$ cat config.mk
export PLATFORM = sky130hd
export DESIGN_NAME = regfile_wb
export DESIGN_NICKNAME = d
export VERILOG_FILES = /design/src/rtl/regfile_wb_pkg.sv /design/src/rtl/regfile_wb_hilo.sv /design/src/rtl/regfile_wb.sv
export SDC_FILE = /design/constraint.sdc
export NUM_CORES = 2
export LEC_CHECK = 0
export CAP_MARGIN = 20
export CORE_MARGIN = 8
export CORE_UTILIZATION = 33
export CTS_CLUSTER_DIAMETER = 100
export DETAILED_ROUTE_END_ITERATION = 8
export PLACE_DENSITY_LB_ADDON = 0.12
export SYNTH_ARGS = -nofsm -noshare
export SYNTH_HDL_FRONTEND = slang
export SYNTH_SLANG_ARGS = --single-unit
$ cat constraint.sdc
create_clock -name clk -period 82 [get_ports clk]
set_input_delay 16.4 -clock clk [delete_from_list [all_inputs] [get_ports clk]]
set_output_delay 16.4 -clock clk [all_outputs]
set_load 0.02 [all_outputs]
$ cat src/rtl/regfile_wb_pkg.sv
// rtl/regfile_wb_pkg.sv - shared constants for the write-back register file
package regfile_wb_pkg;

    localparam logic        ENABLE          = 1'b1;
    localparam logic        DISABLE         = 1'b0;
    localparam logic [31:0] ZERO_WORD       = 32'h0000_0000;
    localparam int          DEFAULT_DATA_W  = 32;
    localparam int          DEFAULT_ADDR_W  = 5;
    localparam int          DEFAULT_REG_NUM = 32;

endpackage

$ cat src/rtl/regfile_wb_hilo.sv
// rtl/regfile_wb_hilo.sv - HI/LO pair with async clear and write-through bypass
module hilo_reg
    import regfile_wb_pkg::*;
#(
    parameter int DATA_W = DEFAULT_DATA_W
) (
    input  logic              clk,
    input  logic              rst,
    input  logic              wrn_HILO_i,
    input  logic [DATA_W-1:0] wrData_HI_i,
    input  logic [DATA_W-1:0] wrData_LO_i,
    output logic [DATA_W-1:0] hi_o,
    output logic [DATA_W-1:0] lo_o
);

    logic [DATA_W-1:0] hi_q, hi_d;
    logic [DATA_W-1:0] lo_q, lo_d;

    // HI and LO are only ever written as a pair
    always_comb begin
        hi_d = hi_q;
        lo_d = lo_q;
        if (wrn_HILO_i == ENABLE) begin
            hi_d = wrData_HI_i;
            lo_d = wrData_LO_i;
        end
    end

    // Stored pair; reset wins over any write on a coinciding edge
    always_ff @(posedge clk or posedge rst) begin
        if (rst) begin
            hi_q <= '0;
            lo_q <= '0;
        end else begin
            hi_q <= hi_d;
            lo_q <= lo_d;
        end
    end

    // Read side: forced to zero in reset, otherwise the incoming write bypasses the store
    always_comb begin
        hi_o = hi_q;
        lo_o = lo_q;
        if (rst) begin
            hi_o = '0;
            lo_o = '0;
        end else if (wrn_HILO_i == ENABLE) begin
            hi_o = wrData_HI_i;
            lo_o = wrData_LO_i;
        end
    end

endmodule

$ cat src/rtl/regfile_wb.sv
// rtl/regfile_wb.sv - write-back stage GPR file, HI/LO and retired-write counter
module regfile_wb
    import regfile_wb_pkg::*;
#(
    parameter int DATA_W  = DEFAULT_DATA_W,
    parameter int ADDR_W  = DEFAULT_ADDR_W,
    parameter int REG_NUM = DEFAULT_REG_NUM
) (
    input  logic              clk,
    input  logic              rst,
    input  logic              wrn_i,
    input  logic [ADDR_W-1:0] wrAddr_i,
    input  logic [DATA_W-1:0] wrData_i,
    input  logic              wrn_HILO_i,
    input  logic [DATA_W-1:0] wrData_HI_i,
    input  logic [DATA_W-1:0] wrData_LO_i,
    input  logic              rdn1_i,
    input  logic [ADDR_W-1:0] rdAddr1_i,
    output logic [DATA_W-1:0] rdData1_o,
    input  logic              rdn2_i,
    input  logic [ADDR_W-1:0] rdAddr2_i,
    output logic [DATA_W-1:0] rdData2_o,
    output logic [DATA_W-1:0] hi_o,
    output logic [DATA_W-1:0] lo_o,
    output logic [31:0]       wbCount_o
);

    logic [DATA_W-1:0] gpr_q [REG_NUM];
    logic [31:0]       wb_count_q, wb_count_d;
    logic              gpr_we;

    // r0 is hardwired to zero, so writes aimed at it never touch the array
    assign gpr_we = (wrn_i == ENABLE) && (wrAddr_i != '0);

    // GPR array; reset clears every entry without waiting for a clock
    always_ff @(posedge clk or posedge rst) begin
        if (rst) begin
            for (int i = 0; i < REG_NUM; i++) begin
                gpr_q[i] <= '0;
            end
        end else if (gpr_we) begin
            gpr_q[wrAddr_i] <= wrData_i;
        end
    end

    // Every enabled write retires, including discarded r0 writes; stall bubbles do not
    always_comb begin
        wb_count_d = wb_count_q;
        if (wrn_i == ENABLE) begin
            wb_count_d = wb_count_q + 32'd1;
        end
    end

    // Retired-write counter, wraps naturally at 2^32
    always_ff @(posedge clk or posedge rst) begin
        if (rst) begin
            wb_count_q <= ZERO_WORD;
        end else begin
            wb_count_q <= wb_count_d;
        end
    end

    assign wbCount_o = wb_count_q;

    // Read port 1: reset, disable and r0 all yield zero ahead of bypass and array lookup
    always_comb begin
        rdData1_o = '0;
        if (rst || (rdn1_i == DISABLE) || (rdAddr1_i == '0)) begin
            rdData1_o = '0;
        end else if ((wrn_i == ENABLE) && (wrAddr_i == rdAddr1_i)) begin
            rdData1_o = wrData_i;
        end else begin
            rdData1_o = gpr_q[rdAddr1_i];
        end
    end

    // Read port 2: identical priority to port 1 so same-address reads always agree
    always_comb begin
        rdData2_o = '0;
        if (rst || (rdn2_i == DISABLE) || (rdAddr2_i == '0)) begin
            rdData2_o = '0;
        end else if ((wrn_i == ENABLE) && (wrAddr_i == rdAddr2_i)) begin
            rdData2_o = wrData_i;
        end else begin
            rdData2_o = gpr_q[rdAddr2_i];
        end
    end

    hilo_reg #(
        .DATA_W (DATA_W)
    ) u_hilo (
        .clk         (clk),
        .rst         (rst),
        .wrn_HILO_i  (wrn_HILO_i),
        .wrData_HI_i (wrData_HI_i),
        .wrData_LO_i (wrData_LO_i),
        .hi_o        (hi_o),
        .lo_o        (lo_o)
    );

endmodule

# == Yosys cells after proc, flatten, opt, wreduce, memory -nomap -nowiden ==
# Cells that the tools add are included.
# W data, S select, Z words.
# word_totals
reg_bits,1120
memories,0
out_inout_bits,160
romBits,0
latch_bits,0
in_bits,117
ram_bits,0
# op_classes
magnitude_cmp,4
reduce_logical,11
shift,0
n_addsub,1
mul,0
bitwise_logic,5
n_eq_ne,2
mux,17
div,0
# ops
operator,count
$bwmux W1024,1
$mux W32,13
$bmux W32 S5,2
$demux W32 S5,1
$add A32 B1 Y32 const B,1
$ge A6 B6 Y1 const B,3
$not A5 Y6,3
$eq A5 B5 Y1,2
$logic_not A5 Y1,2
$lt A6 B1 Y1 const B,1
$reduce_bool A5 Y1,1
$logic_and A1 B1 Y1,4
$logic_or A1 B1 Y1,4
$not A1 Y1,2

# == Depth between registers and ports, before layout ==
# depth
depth_word,6
depth_mapped,9

# == Modules after synthesis ==
# Synthesis repeated with hierarchy kept, for this count alone.
# unflattened
cells_unflattened,4126
area_unflattened_um2,59141.7
# by_module_without_submodules
mod,cells_per_inst,seq_area_each_um2,area_per_inst_um2,n_inst
regfile_wb,3919,26425.3,56030.0,1
hilo_reg,207,1601.5,3111.7,1

# == Worst setup path after synthesis ==
# OpenSTA, ideal clock, no wires.
# synth_timing
kind,input -> output
start,input port rst
end,output port hi_o[22]
required_time_ns,65.600
setup_slack_ns,14.067
t_arrival_ns,51.533
cell_stages,3
cell_sequence,inv_1 clkbuf_1 and2_1
# synth_via
elab_chain_len,1
# synth_rtl
item,line_no,text
start: declaration,regfile_wb.sv:10,"input logic rst,"
$mux W32,regfile_wb_hilo.sv:44,if (rst) begin
end: declaration,regfile_wb.sv:23,"output logic [DATA_W-1:0] hi_o,"
# No other way between the ends.

# == Worst setup path in the final report ==
# layout_timing
start,input port rdAddr1_i[1]
end,output port rdData1_o[27]
# layout_via
elab_chain_len,6
# layout_rtl
item,line_no,text
start: declaration,regfile_wb.sv:18,"input logic [ADDR_W-1:0] rdAddr1_i,"
$not A5 Y6 (not written as such),regfile_wb.sv:73,rdData1_o = gpr_q[rdAddr1_i];
$bmux W32 S5,regfile_wb.sv:73,
$mux W32 (not written as such) (2 in series),regfile_wb.sv:73,
$mux W32,regfile_wb.sv:70,end else if ((wrn_i == ENABLE) && (wrAddr_i == rdAddr1_i)) begin
$mux W32 *,regfile_wb.sv:68,if (rst || (rdn1_i == DISABLE) || (rdAddr1_i == '0)) begin
end: declaration,regfile_wb.sv:19,"output logic [DATA_W-1:0] rdData1_o,"
# Mark *: on every way between the ends. The rest lies on a longest branch, timed or not. The select of a mux whose other input is x is not followed.

==> flow_summary.ini <==
[status]
status = finished clean

[floorplanning]
die_w_um = 439.5
coreArea_um2 = 178400
ioPinCount = 277
die_h_um = 439.5
die-area_um2 = 193200
rows = 155
initial_core_util_pct = 33.18

[synthesis]
synth_common_cells = dfrtp_1 (1,120), mux2_2 (1,094), mux4_2 (438)
synth.most_common_cell = dfrtp_1
ys_types = 51
synth_area_um2 = 59200
seq_area_frac_synth_pct = 47.35
syn_nets = 4153
yosysWarnings = 0
synth-seq-cells = 1120
async_flop_share_pct = 100.0
avgSynthCellArea_um2 = 14.67
synth_top_area_share_pct = 47.35
synth-edff-count = 0
yosysTopAreaCell = dfrtp_1
synthCells = 4035
synth_ff_type = dfrtp_1
yosys-top-cells-area = dfrtp_1 (47%), mux2_2 (21%), mux4_2 (17%)

[hold_path]
hp-class = reg -> reg
hold_start = gpr_q[1022]

[setup_path]
rr_startpoint = wbCount_o[5]
critical_path.startpoint = rdAddr1_i[1]
crit_path_frequent_cell = buf_4
critPathKind = in -> out
path_cells = buf_8, buf_4, buf_4, buf_4, mux4_2, mux2i_1, nand2_1, o21ai_0, o211ai_1, clkdlybuf4s50_1
cp_num_buf_inv = 5
max_stage_delay_ns = 0.88
slowest_stage = buf_4
end_kind = output port
required_ns = 65.60
crit_arrival_ns = 21.30
critPathTopFamily = buffers and inverters
worst-path-max-fanout = 57
start_kind = input pin

[placement]
gp_congestion = 0.7627
dp.cells = 6339
place_ws_ns = 44.17
placed_area_um2 = 64210
dp_hpwl_um = 119400
numPortBuffers = 276

[timing]
tns_ns = 0
finalSetupViolations = 0
fin_crit_sh_pct = 45.97
worst_slack_ns = 44.30
rsz0062_at_grt = no
slew_viol_final = 0
fmax_mhz = 26.53
finalCriticalPeriod_ns = 37.70
maxSlewHeadroom_pct = 22.13
worstMarginPinSlew_ns = 1.166
hold_ws_ns = 0.3949
hold_viol_final = 0
finClkSkew_ns = 0.004606

[grt]
grt_pass1_vias = 39634
grt_max_degree = 152
antenna_found_initial = 4
grt_pass1_wl_um = 305100
track_usage_pct = 21.58
gr-total-overflow = 0

[final_layout]
design_area_um2 = 68800
layout.cells.non_filler = 6586
drive_gt1_share_pct = 45.68
layout.nets = 4241
synthToLayoutAreaGrowth_pct = 16.23
utilization_pct = 38.56

[cts]
clk_path_buf_depth = 3
cts_buffers = 135
cts.clk_slew.worst_paths_ns = 0.06
h-tree-depth = 4
cts.repair.resized = 0
cts_root_buffer = clkbuf_16
worstSkewPairLatency_ns = 0.77
cts_tree = built
clock-sinks = 1120
postCtsSetupRepairBufs = 0
cts_hold_buf = 0

[detailed_routing]
avgViaCountPerCell = 5.692
drtPass1Iterations = 5
drt_iter0_markers = 2657
post_drt_wl_per_cell_um = 31.98
drc = 0
drt-total-wl_um = 210700
final_antenna_net_count = 0
vias = 37485

[power_and_ir_drop]
p_total_mw = 1.677
seq_power_share_pct = 43.3
p_comb_share_pct = 19.6
leakagePower_nw = 29.32
p_per_area_nw_per_um2 = 24.37
peakVddDrop_uv = 22.89
p_clk_share_pct = 37.0
switching_share_pct = 27.50
power.switching_mw = 0.4611
p_int_mw = 1.216

[flow_run]
cap_violations = 0
## kinds of logic after synthesis
logic type | share of synthesized area (%)
muxes | 42.14
xor gates and xnor gates | 0.6066
AOI/OAI and AO/OA | 4.046
DFF | 47.35
and+or+nand+nor | 2.477
adders and majority gates | 0.02113
buffers and inverters | 3.361
## cell usage in the layout (no fill, tap or decap), types with 6 or more instances in the layout
cell / instances
a21oi_1: 34
mux2i_1: 276
a2111oi_2: 6
buf_8: 6
xnor2_1: 27
dfrtp_1: 1120
nor3_1: 13
buf_12: 6
o221ai_1: 32
bufinv_16: 7
clkdlybuf4s50_1: 266
buf_4: 111
a22o_1: 21
nand2_1: 83
nand4_1: 12
nand3b_1: 6
and4_1: 7
inv_6: 6
clkinv_2: 22
a22oi_1: 68
and2_1: 68
nor2_4: 16
a211oi_1: 22
clkbuf_16: 142
nand2_4: 15
o211ai_1: 14
o21ai_0: 44
o22ai_1: 43
clkbuf_1: 28
nor2_1: 11
mux2_2: 1094
clkbuf_8: 34
mux4_2: 438
xor2_1: 14
a32o_1: 17
nand3_1: 14
o21ai_1: 21
## layer usage
| metal | vias to the layer above | global-route usage, % | part of all wire (%) |
|---|---|---|---|
| met1 | 20640 | 28.75 | 44 |
| met5 | - | 0 | 0 |
| met2 | 922 | 36.51 | 49 |
| met3 | 279 | 3.329 | 4.1 |
| met4 | 0 | 6.285 | 2.9 |
| li1 | 15644 | - | - |
## worst register-to-register path: stages (launching register included)
cell and delay [ns]:
dfrtp_1 0.44, and4_1 0.33, nand4_1 0.24, nor4_1 0.79, and3_1 0.27, xor2_1 0.15
## power groups by stage
| stage | Clock (mW) | Sequential (mW) | Combinational (mW) |
|---|---|---|---|
| floorplan | 0 | 0.715 | 0.249 |
| global placement | 0 | 0.733 | 0.328 |
| detailed placement | 0 | 0.735 | 0.333 |
| CTS | 0.639 | 0.726 | 0.333 |
| global route | 0.660 | 0.742 | 0.353 |
| finish | 0.621 | 0.726 | 0.329 |
## final cells by class
cell class / count / area, µm²
Antenna cell: 2 / 5.005
Clock buffer: 204 / 4126
Clock inverter: 39 / 426.7
Fill cell: 16908 / 109600
Inverter: 3 / 18.77
Multi-Input combinational cell: 2468 / 29470
Sequential cell: 1120 / 28030
Tap cell: 2355 / 2947
Timing Repair Buffer: 395 / 3787
## flip-flops by register name, indices dropped and copies added (netlist names)
signal / cells
gpr_q: 1024
u_hilo.hi_q: 32
u_hilo.lo_q: 32
wbCount_o: 32
## final timing paths
kind,to,slack [ns],cells after the start
min in group asynchronous,gpr_q[621],16.16,2
max in group asynchronous,gpr_q[761],62.24,6
worst min-delay path,gpr_q[1022],0.39,0
worst max register to register,wbCount_o[20],79.70,5
worst min register to register,gpr_q[1022],0.39,0
worst max-delay path,rdData1_o[27],44.30,10
Power figures use the tool's default switching activity.
